==> config.mk <==
export PLATFORM = sky130hd
export DESIGN_NAME = uart_io_ctrl_flat
export DESIGN_NICKNAME = d
export VERILOG_FILES = /design/src/rtl/uart_io_ctrl_if.sv /design/src/rtl/uart_io_ctrl.sv /design/src/flat_wrapper.sv
export SDC_FILE = /design/constraint.sdc
export NUM_CORES = 1
export LEC_CHECK = 0
export CORE_UTILIZATION = 38
export DETAILED_ROUTE_END_ITERATION = 10
export GPL_ROUTABILITY_DRIVEN = 0
export PLACE_DENSITY = 0.82
export SYNTH_ARGS = -nofsm -noshare
export SYNTH_HDL_FRONTEND = slang
export SYNTH_SLANG_ARGS = --single-unit
==> constraint.sdc <==
create_clock -name clk -period 5.4 [get_ports clk]
set_input_delay 1.62 -clock clk [delete_from_list [all_inputs] [get_ports clk]]
set_output_delay 1.62 -clock clk [all_outputs]
set_load 0.02 [all_outputs]
==> src/rtl/uart_io_ctrl_if.sv <==
// Memory-stage bus between the CPU and the UART I/O sequencer,
// including the RX/TX FIFO handshake lines.
interface uart_io_ctrl_if;
    logic [31:0] addr;
    logic [31:0] writedata;
    logic        writectrl;
    logic        memread;
    logic        rx_empty;
    logic [7:0]  rx_q;
    logic        tx_full;
    logic        rx_rdreq;
    logic        tx_wrreq;
    logic [7:0]  tx_data;
    logic        stall;
    logic [31:0] io_readdata;
    logic        io_valid;

    modport master (
        output addr, writedata, writectrl, memread,
        output rx_empty, rx_q, tx_full,
        input  rx_rdreq, tx_wrreq, tx_data,
        input  stall, io_readdata, io_valid
    );

    modport slave (
        input  addr, writedata, writectrl, memread,
        input  rx_empty, rx_q, tx_full,
        output rx_rdreq, tx_wrreq, tx_data,
        output stall, io_readdata, io_valid
    );
endinterface

==> src/rtl/uart_io_ctrl.sv <==
// Sequences memory-stage loads/stores onto the UART FIFOs,
// stalling the pipeline and keeping a saturating stall counter.
module uart_io_ctrl #(
    parameter logic [31:0] UART_DATA_ADDR = 32'h0000_0004,
    parameter logic [31:0] UART_STAT_ADDR = 32'h0000_0008
) (
    input logic           clk,
    input logic           rst,
    uart_io_ctrl_if.slave bus
);

    typedef enum logic [2:0] {
        IDLE,
        RX_WAIT,
        RX_READ,
        RX_DONE,
        TX_WAIT
    } state_t;

    state_t      state;
    state_t      state_nxt;
    logic [7:0]  rd_byte;
    logic [15:0] stall_cnt;

    logic        rd_data;
    logic        wr_data;
    logic        rd_stat;
    logic        wr_stat;
    logic        stat_clr;

    logic        rx_rdreq;
    logic        tx_wrreq;
    logic        stall;
    logic        io_valid;
    logic [31:0] io_readdata;

    assign rd_data = bus.memread   & (bus.addr == UART_DATA_ADDR);
    assign wr_data = bus.writectrl & (bus.addr == UART_DATA_ADDR);
    assign rd_stat = bus.memread   & (bus.addr == UART_STAT_ADDR);
    assign wr_stat = bus.writectrl & (bus.addr == UART_STAT_ADDR);

    // RX_DONE does not re-decode the (still held) request inputs
    assign stat_clr = wr_stat & (state != RX_DONE);

    always_comb begin
        rx_rdreq    = 1'b0;
        tx_wrreq    = 1'b0;
        stall       = 1'b0;
        io_valid    = 1'b0;
        io_readdata = 32'h0;
        state_nxt   = state;
        // reset forces every strobe low even if a request is held
        if (!rst) begin
            case (state)
                IDLE: begin
                    if (rd_data) begin
                        stall = 1'b1;
                        if (!bus.rx_empty) begin
                            rx_rdreq  = 1'b1;
                            state_nxt = RX_READ;
                        end else begin
                            state_nxt = RX_WAIT;
                        end
                    end else if (wr_data) begin
                        if (!bus.tx_full) begin
                            tx_wrreq = 1'b1;
                        end else begin
                            stall     = 1'b1;
                            state_nxt = TX_WAIT;
                        end
                    end else if (rd_stat) begin
                        io_valid    = 1'b1;
                        io_readdata = {stall_cnt, 14'b0,
                                       bus.tx_full, ~bus.rx_empty};
                    end
                end
                RX_WAIT: begin
                    stall = 1'b1;
                    if (!bus.rx_empty) begin
                        rx_rdreq  = 1'b1;
                        state_nxt = RX_READ;
                    end
                end
                RX_READ: begin
                    stall     = 1'b1;
                    state_nxt = RX_DONE;
                end
                RX_DONE: begin
                    io_valid    = 1'b1;
                    io_readdata = {24'b0, rd_byte};
                    state_nxt   = IDLE;
                end
                TX_WAIT: begin
                    if (!bus.tx_full) begin
                        tx_wrreq  = 1'b1;
                        state_nxt = IDLE;
                    end else begin
                        stall = 1'b1;
                    end
                end
                default: state_nxt = IDLE;
            endcase
        end
    end

    assign bus.rx_rdreq    = rx_rdreq;
    assign bus.tx_wrreq    = tx_wrreq;
    assign bus.stall       = stall;
    assign bus.io_valid    = io_valid;
    assign bus.io_readdata = io_readdata;
    assign bus.tx_data     = bus.writedata[7:0];

    always_ff @(posedge clk or posedge rst) begin
        if (rst) begin
            state     <= IDLE;
            rd_byte   <= 8'h0;
            stall_cnt <= 16'h0;
        end else begin
            state <= state_nxt;
            if (state == RX_READ) begin
                rd_byte <= bus.rx_q;
            end
            if (stat_clr) begin
                stall_cnt <= 16'h0;
            end else if (stall && stall_cnt != 16'hFFFF) begin
                stall_cnt <= stall_cnt + 16'h1;
            end
        end
    end

endmodule

==> src/flat_wrapper.sv <==
// flat-port wrapper written by rule: the top's interface ports become plain ports
module uart_io_ctrl_flat 
#(
    parameter logic [31:0] UART_DATA_ADDR = 32'h0000_0004,
    parameter logic [31:0] UART_STAT_ADDR = 32'h0000_0008
)
  (clk, rst, bus_addr, bus_writedata, bus_writectrl, bus_memread, bus_rx_empty, bus_rx_q, bus_tx_full, bus_rx_rdreq, bus_tx_wrreq, bus_tx_data, bus_stall, bus_io_readdata, bus_io_valid);
  uart_io_ctrl_if bus_i ();
  input logic clk;
  input logic rst;
  input wire logic [$bits(bus_i.addr)-1:0] bus_addr;
  input wire logic [$bits(bus_i.writedata)-1:0] bus_writedata;
  input wire logic [$bits(bus_i.writectrl)-1:0] bus_writectrl;
  input wire logic [$bits(bus_i.memread)-1:0] bus_memread;
  input wire logic [$bits(bus_i.rx_empty)-1:0] bus_rx_empty;
  input wire logic [$bits(bus_i.rx_q)-1:0] bus_rx_q;
  input wire logic [$bits(bus_i.tx_full)-1:0] bus_tx_full;
  output wire logic [$bits(bus_i.rx_rdreq)-1:0] bus_rx_rdreq;
  output wire logic [$bits(bus_i.tx_wrreq)-1:0] bus_tx_wrreq;
  output wire logic [$bits(bus_i.tx_data)-1:0] bus_tx_data;
  output wire logic [$bits(bus_i.stall)-1:0] bus_stall;
  output wire logic [$bits(bus_i.io_readdata)-1:0] bus_io_readdata;
  output wire logic [$bits(bus_i.io_valid)-1:0] bus_io_valid;
  assign bus_i.addr = bus_addr;
  assign bus_i.writedata = bus_writedata;
  assign bus_i.writectrl = bus_writectrl;
  assign bus_i.memread = bus_memread;
  assign bus_i.rx_empty = bus_rx_empty;
  assign bus_i.rx_q = bus_rx_q;
  assign bus_i.tx_full = bus_tx_full;
  assign bus_rx_rdreq = bus_i.rx_rdreq;
  assign bus_tx_wrreq = bus_i.tx_wrreq;
  assign bus_tx_data = bus_i.tx_data;
  assign bus_stall = bus_i.stall;
  assign bus_io_readdata = bus_i.io_readdata;
  assign bus_io_valid = bus_i.io_valid;
  uart_io_ctrl #(.UART_DATA_ADDR(UART_DATA_ADDR), .UART_STAT_ADDR(UART_STAT_ADDR)) u_core (.clk(clk), .rst(rst), .bus(bus_i));
endmodule
==> results.ini, run 1 <==
[logic_synthesis]
synth_compound_area_frac = 0.1645
yosys_warnings = 0
synth.area.mux_share = 0.05545
yosys.area_share.simple = 0.3233
synth_fa_ha_area_frac = 0.006301
synth_top_area_frac = 0.3403
synthesis.area_um2 = 1986
ys_types = 48
synth_top_family_by_area = simple AND/OR/NAND/NOR gates
synth_xor_xnor_area_share = 0.004411
synth_commonest_cells = dfrtp_1 (27), and2_1 (20), a21oi_1 (17)
avgSynthCellArea_um2 = 8.671
async_flop_share = 1.000
synth-edff-count = 0
synth_most_common_cell = dfrtp_1
yosysTopAreaCell = dfrtp_1
synthCells = 229
yosys_register_bits = 27
yosys-top-cells-area = dfrtp_1 (34%), and2_1 (6.3%), buf_4 (6.0%)
ys_seq_area_frac = 0.3403
yosys_most_used_dff = dfrtp_1

[setup_path]
timing.rr.start = u_core.stall_cnt[1]
path_common_cell = buf_4
cp_num_buf_inv = 4
crit_path_max_fanout = 9
worstSetupEndpointType = output pin
critPathKind = in2out
crit_path_cell_trace = clkdlybuf4s50_1, or4_4, nor4_2, buf_4, nand4_1, nor2_1, buf_4, and2_1, buf_6
r2r_setup_slack_ns = 2.82
critical-path-max-stage-delay_ns = 0.55
arrival_ns = 3.73
slowest_stage = or4_4
cp_top_family = simple AND/OR/NAND/NOR gates
cp-start-kind = input port
cp.required_ns = 3.78
reg2reg_to = u_core.stall_cnt[5]
reg2reg_depth = 6
worstSetupPathDepth = 9

[floorplanning]
die_y_um = 74.29
fp-row-count = 25
dieArea_um2 = 5518
start_util = 0.4069
core_area_um2 = 4880
ioPinCount = 122
die_w_um = 74.29

[global_routing]
grt_start_max_net_pins = 30
gr-total-overflow = 0
grt_pass1_vias = 1921
antenna_found_initial = 0
grt_use_total = 0.1979
grt_pass1_wl_mm = 8.556

[layout]
fillCellCount = 451
nets = 384
drive_gt1_frac = 0.2105
final_cells = 371
antenna_cells = 0
area_growth_pct = 41.97
final_area_um2 = 2819

[clock_tree]
clk_pin_slew_ns = 0.09
cts_buffer_depth = 2
cts_buffers = 3
tritoncts = yes
cts.sinks = 27
htreeDepth = 1
clock_latency_ns = 0.28
clock-root-buffer = clkbuf_8

[pwr]
p_clk_frac = 0.143
seqPwrFrac = 0.386
total_power_mw = 0.8149
p_sw_frac = 0.4000
ir_drop_mv = 0.1751
power.density_nw_per_um2 = 289.1
p_switching_mw = 0.3259
leakage_nw = 1.142
p_int_mw = 0.4890
combPwrFrac = 0.470

[detailed_routing]
drc = 0
drt-vias-per-instance = 5.402
avgRoutedWirePerCell_um = 13.83
drt_iter0_markers = 92
drtAntennaViolNets = 0
drt_first_pass_iters = 4
route.vias.total = 2004
wl_mm = 5.131

[sta]
finalSetupViolCount = 0
rsz0062_at_grt = yes
hold_viol_final = 0
final_max_slew_viol_count = 0
fmax_mhz = 187.0
whs_ns = 0.5095
clock_skew_ns = 0.009150
setup_slack_ns = 0.05184
fin_crit_sh = 0.9904
timing.final.crit_period_ns = 5.348
tightest_slew_ns = 1.068
maxSlewHeadroom = 0.2850

[placed_design]
placed_cell_area_um2 = 2778
place_ws_ns = -0.4437
dpl.cell_count = 366
dp_hpwl_mm = 3.904
port_buffers = 73

[worst_hold_path]
hold_path_class = reg2reg
hold_depth = 1
hold_path.startpoint = u_core.rd_byte[2]
min_to = u_core.rd_byte[2]

[flow_run]
max_cap_violations = 0

[run_status]
status = finished clean

-- sequential cells by signal (all words and copies together), names as in the netlist --
name,cells
u_core.state,3
u_core.stall_cnt,16
u_core.rd_byte,8
-- worst max path at each step --
stage	from	end	slack, ns
floorplan	bus_addr[2]	bus_io_readdata[18]	0.30
global placement	bus_addr[2]	bus_io_readdata[1]	-0.49
detailed placement	bus_addr[2]	bus_io_readdata[26]	-0.44
CTS	bus_addr[2]	bus_io_readdata[26]	-0.005
global route	bus_addr[14]	bus_io_readdata[19]	-0.11
finish	bus_addr[14]	bus_io_readdata[22]	0.05
-- cells in the final DEF, fill, tap and decap left out, types with 9 or more instances in the layout --
cell and instances:
nand3_1 9, clkdlybuf4s50_1 51, nor2_1 10, a21oi_1 16
nand2_1 15, buf_6 9, or4_1 13, o31ai_1 13
and2_1 20, dfrtp_1 27, buf_4 23
-- layout make-up --
cell class	count	area, µm²	area share
Tap cell	67	83.83	0.02974
Inverter	8	30.03	0.01065
Timing Repair Buffer	91	824.5	0.2925
Multi-Input combinational cell	174	1160	0.4115
Clock buffer	4	45.04	0.01598
Sequential cell	27	675.6	0.2397
-- metrics by stage --
stage               utilization  setup TNS, ns
floorplan                     -              0
global placement         0.5692         -9.528
detailed placement       0.5692         -8.820
CTS                      0.5595      -0.005251
global route             0.5777         -1.397
finish                   0.5777              0
-- cells by family after synthesis --
logic type	after synthesis
buffers and inverters	35
flip-flops	27
AO/OA/AOI/OAI	47
other	1
multiplexers	10
XOR/XNOR	1
adder cells (fa/ha/maj)	1
AND/OR/NAND/NOR	107
-- per-layer routing --
metal  global-route usage  share of wire  vias to the layer above  wire length (µm)
li1                     -              -                      985                 -
met2               0.3556           0.50                       74              2552
met1               0.2407           0.43                      939              2213
met3              0.04472          0.064                        6               327
met5                    0              0                        -                 0
met4              0.04612         0.0074                        0                38
-- power groups by stage --
stage / combinational [mW] / sequential (mW) / clock (mW)
floorplan: 0.317 / 0.290 / 0
global placement: 0.378 / 0.313 / 0
detailed placement: 0.390 / 0.318 / 0
CTS: 0.384 / 0.314 / 0.123
global route: 0.422 / 0.324 / 0.127
finish: 0.383 / 0.315 / 0.117
-- repair_timing --
| action | CTS | global route |
|---|---|---|
| resized for setup | 90 | 31 |
| hold buffers | 0 | 0 |
| buffers inserted | 0 | 1 |
| pin swaps | 0 | 4 |
| endpoints found under the setup margin | 22 | 21 |
Note: power is estimated with default switching activity, not from simulation.
==> run 2, diff against run 1 <==
--- a/config.mk
+++ b/config.mk
@@ -5,6 +5,7 @@
 export SDC_FILE = /design/constraint.sdc
 export NUM_CORES = 1
 export LEC_CHECK = 0
+export CORE_MARGIN = 4
 export CORE_UTILIZATION = 38
 export DETAILED_ROUTE_END_ITERATION = 10
 export GPL_ROUTABILITY_DRIVEN = 0
==> run 2 against run 1 <==
Compared with the run above: clock power down 3%; total power fell by 0.40%; setup slack better by 0.0025 ns; routed wire length is 5.3% higher; cell area is 3.0% higher; maximum frequency hardly changed; worst hold slack got worse by 0.0070 ns; register-to-register slack got worse by 0.05 ns; via count rose by 0.45%; non-clock buffer count did not move; critical path depth shrank 3; first-iteration DRC count rose by 42%; critical path type unchanged; critical endpoint is now bus_stall; largest power group unchanged; highest routed layer unchanged.
==> results.ini, run 2 (synthesized netlist as in run 1, its figures left out) <==
[run_status]
status = finished clean

[setup_path]
critPathKind = in2out
cp_num_buf_inv = 2  ; -2
cp.required_ns = 3.78  ; about the same
worstSetupEndpointType = output pin
r2r_setup_slack_ns = 2.77  ; -0.05 ns
reg2reg_depth = 6  ; unchanged
crit_path_max_fanout = 3  ; -6
cp-start-kind = input port
crit_path_cell_trace = clkdlybuf4s50_1, or4b_1, or4_4, o21a_4, nor2_1, buf_2
arrival_ns = 3.73  ; about the same
critical-path-max-stage-delay_ns = 0.59  ; +0.04 ns
slowest_stage = or4_4
reg2reg_to = u_core.stall_cnt[9]
cp_top_family = simple AND/OR/NAND/NOR gates
timing.rr.start = u_core.stall_cnt[0]

[detailed_routing]
wl_met3_um = 377  ; +15%
wl_mm = 5.403  ; +5.3%
top_layer_used = met4
met2_length_mm = 2.801  ; +9.8%
drtAntennaViolNets = 0  ; unchanged
drt_first_pass_iters = 4  ; unchanged
drt_iter0_markers = 131  ; +42%
m1WireLength_mm = 2.184  ; -1.3%
drt-vias-per-instance = 5.382  ; -0.36%
drc = 0  ; unchanged
avgRoutedWirePerCell_um = 14.45  ; +4.5%
route.vias.total = 2013  ; +0.45%

[pwr]
ir_drop_mv = 0.2043  ; +17%
seqPwrFrac = 0.388  ; +0.002
p_int_mw = 0.4887  ; about the same
power.density_nw_per_um2 = 279.5  ; -3.3%
combPwrFrac = 0.473  ; +0.003
p_sw_frac = 0.3979  ; -0.002117
leakage_nw = 1.229  ; +7.7%
p_switching_mw = 0.3229  ; -0.93%
p_clk_frac = 0.139  ; -0.004

[global_routing]
gr-total-overflow = 0  ; unchanged
grt_pass1_wl_mm = 8.983  ; +5.0%
antenna_found_initial = 0  ; unchanged
grt_use_total = 0.1696  ; -0.02837
grt_pass1_vias = 2047  ; +6.6%
grt_start_max_net_pins = 30  ; unchanged

[clock_tree]
tritoncts = yes
clk_pin_slew_ns = 0.08  ; about the same
htreeDepth = 1  ; unchanged
clock-root-buffer = clkbuf_8
cts.sinks = 27  ; unchanged
clock_latency_ns = 0.27  ; about the same
cts_hold_buf = 0  ; unchanged
cts_buffer_depth = 2  ; unchanged
cts_buffers = 3  ; unchanged

[sta]
finalSetupViolCount = 0  ; unchanged
hold_viol_final = 0  ; unchanged
fin_crit_sh = 0.9899  ; about the same
tightest_slew_ns = 1.107  ; +0.03938 ns
whs_ns = 0.5025  ; -0.007001 ns
clock_skew_ns = 0.008962  ; -0.0001874 ns
timing.final.crit_period_ns = 5.346  ; -0.002512 ns
maxSlewHeadroom = 0.2586  ; -0.02637
final_max_slew_viol_count = 0  ; unchanged
fmax_mhz = 187.1  ; about the same

[floorplanning]
die_w_um = 80.29  ; +8.1%
die_y_um = 80.29  ; +8.1%
core_area_um2 = 5075  ; +4.0%
fp-row-count = 26  ; +4.0%
start_util = 0.3913  ; -0.01565
dieArea_um2 = 6446  ; +17%
ioPinCount = 122  ; unchanged

[layout]
final_cell_mix = clkdlybuf4s50_1 (46), dfrtp_1 (27), buf_4 (20)
antenna_cells = 0  ; unchanged
largest-register = u_core.stall_cnt
largest_register_ffs = 16  ; unchanged
drive_gt1_frac = 0.2434  ; +0.03289
final_common_cell = clkdlybuf4s50_1
nets = 384  ; unchanged
area_growth_pct = 46.25
reg_top3 = u_core.stall_cnt x16, u_core.rd_byte x8, u_core.state x3
final_cells = 374  ; +0.81%

[placed_design]
dp_hpwl_mm = 4.095  ; +4.9%
port_buffers = 73  ; unchanged
dpl.cell_count = 368  ; +0.55%

[worst_hold_path]
min_to = u_core.rd_byte[4]
hold_path.startpoint = u_core.rd_byte[4]
hold_path_class = reg2reg
hold_depth = 1  ; unchanged

[flow_run]
max_cap_violations = 0  ; unchanged

==> run 2: cell count changes in the layout (fill, tap and decap cells not counted), moves of 3 or more <==
cell,delta
dlymetal6s2s_1,+5
buf_4,-3
clkdlybuf4s50_1,-5
and2_4,+10
and2_1,-10
buf_6,+5
buf_2,-3
==> run 2: power groups by stage <==
stage | Sequential (mW) | Combinational [mW] | Clock [mW]
CTS | 0.313 | 0.384 | 0.118
global placement | 0.314 | 0.379 | 0
floorplan | 0.290 | 0.317 | 0
finish | 0.315 | 0.384 | 0.113
detailed placement | 0.318 | 0.389 | 0
global route | 0.326 | 0.423 | 0.127
==> run 2: final cells by class <==
class / count / area [µm²]
clock buffers: 4 / 45.04
fillers: 461 / 2171
inverters: 8 / 30.03
multi-input cells: 174 / 1199
flip-flops and latches: 27 / 675.6
well taps: 70 / 87.58
repair buffers: 91 / 867.1
==> run 2: metal layers <==
metal | GRT usage | up-vias
li1 | - | 993
met1 | 0.1988 | 968
met2 | 0.3030 | 48
met3 | 0.05157 | 4
met4 | 0.03547 | 0
met5 | 0 | -
==> run 2: metrics by stage <==
stage | cell area (µm²) | total power [mW] | util | setup WS [ns] | TNS (ns)
detailed placement | 2774 | 0.7068 | 0.5466 | -0.5263 | -10.60
floorplan | 2012 | 0.6068 | - | 0.2969 | 0
finish | 2904 | 0.8116 | 0.5722 | 0.05435 | 0
CTS | 2764 | 0.8153 | 0.5446 | -0.004382 | -0.008261
global placement | 2774 | 0.6927 | 0.5466 | -0.4949 | -9.741
global route | 2904 | 0.8764 | 0.5722 | -0.01743 | -0.01743
==> run 2: how the worst max path moves through the flow <==
| stage | startpoint | end | slack [ns] | cells after the start |
|---|---|---|---|---|
| after detailed placement | bus_addr[2] | bus_io_readdata[17] | -0.53 | 9 |
| after CTS | bus_addr[2] | bus_io_readdata[17] | -0.004 | 9 |
| final | bus_addr[3] | bus_stall | 0.05 | 6 |
| after floorplan | bus_addr[2] | bus_io_readdata[18] | 0.30 | 6 |
| after global routing | bus_addr[3] | bus_tx_wrreq | -0.02 | 7 |
| after global placement | bus_addr[2] | bus_io_readdata[1] | -0.49 | 9 |
==> run 2: repair_timing <==
action / CTS / global route
setup buffers: 1 / 1
pin swaps: 2 / 7
endpoints found under the setup margin: 22 / 19
gates resized for setup: 103 / 41
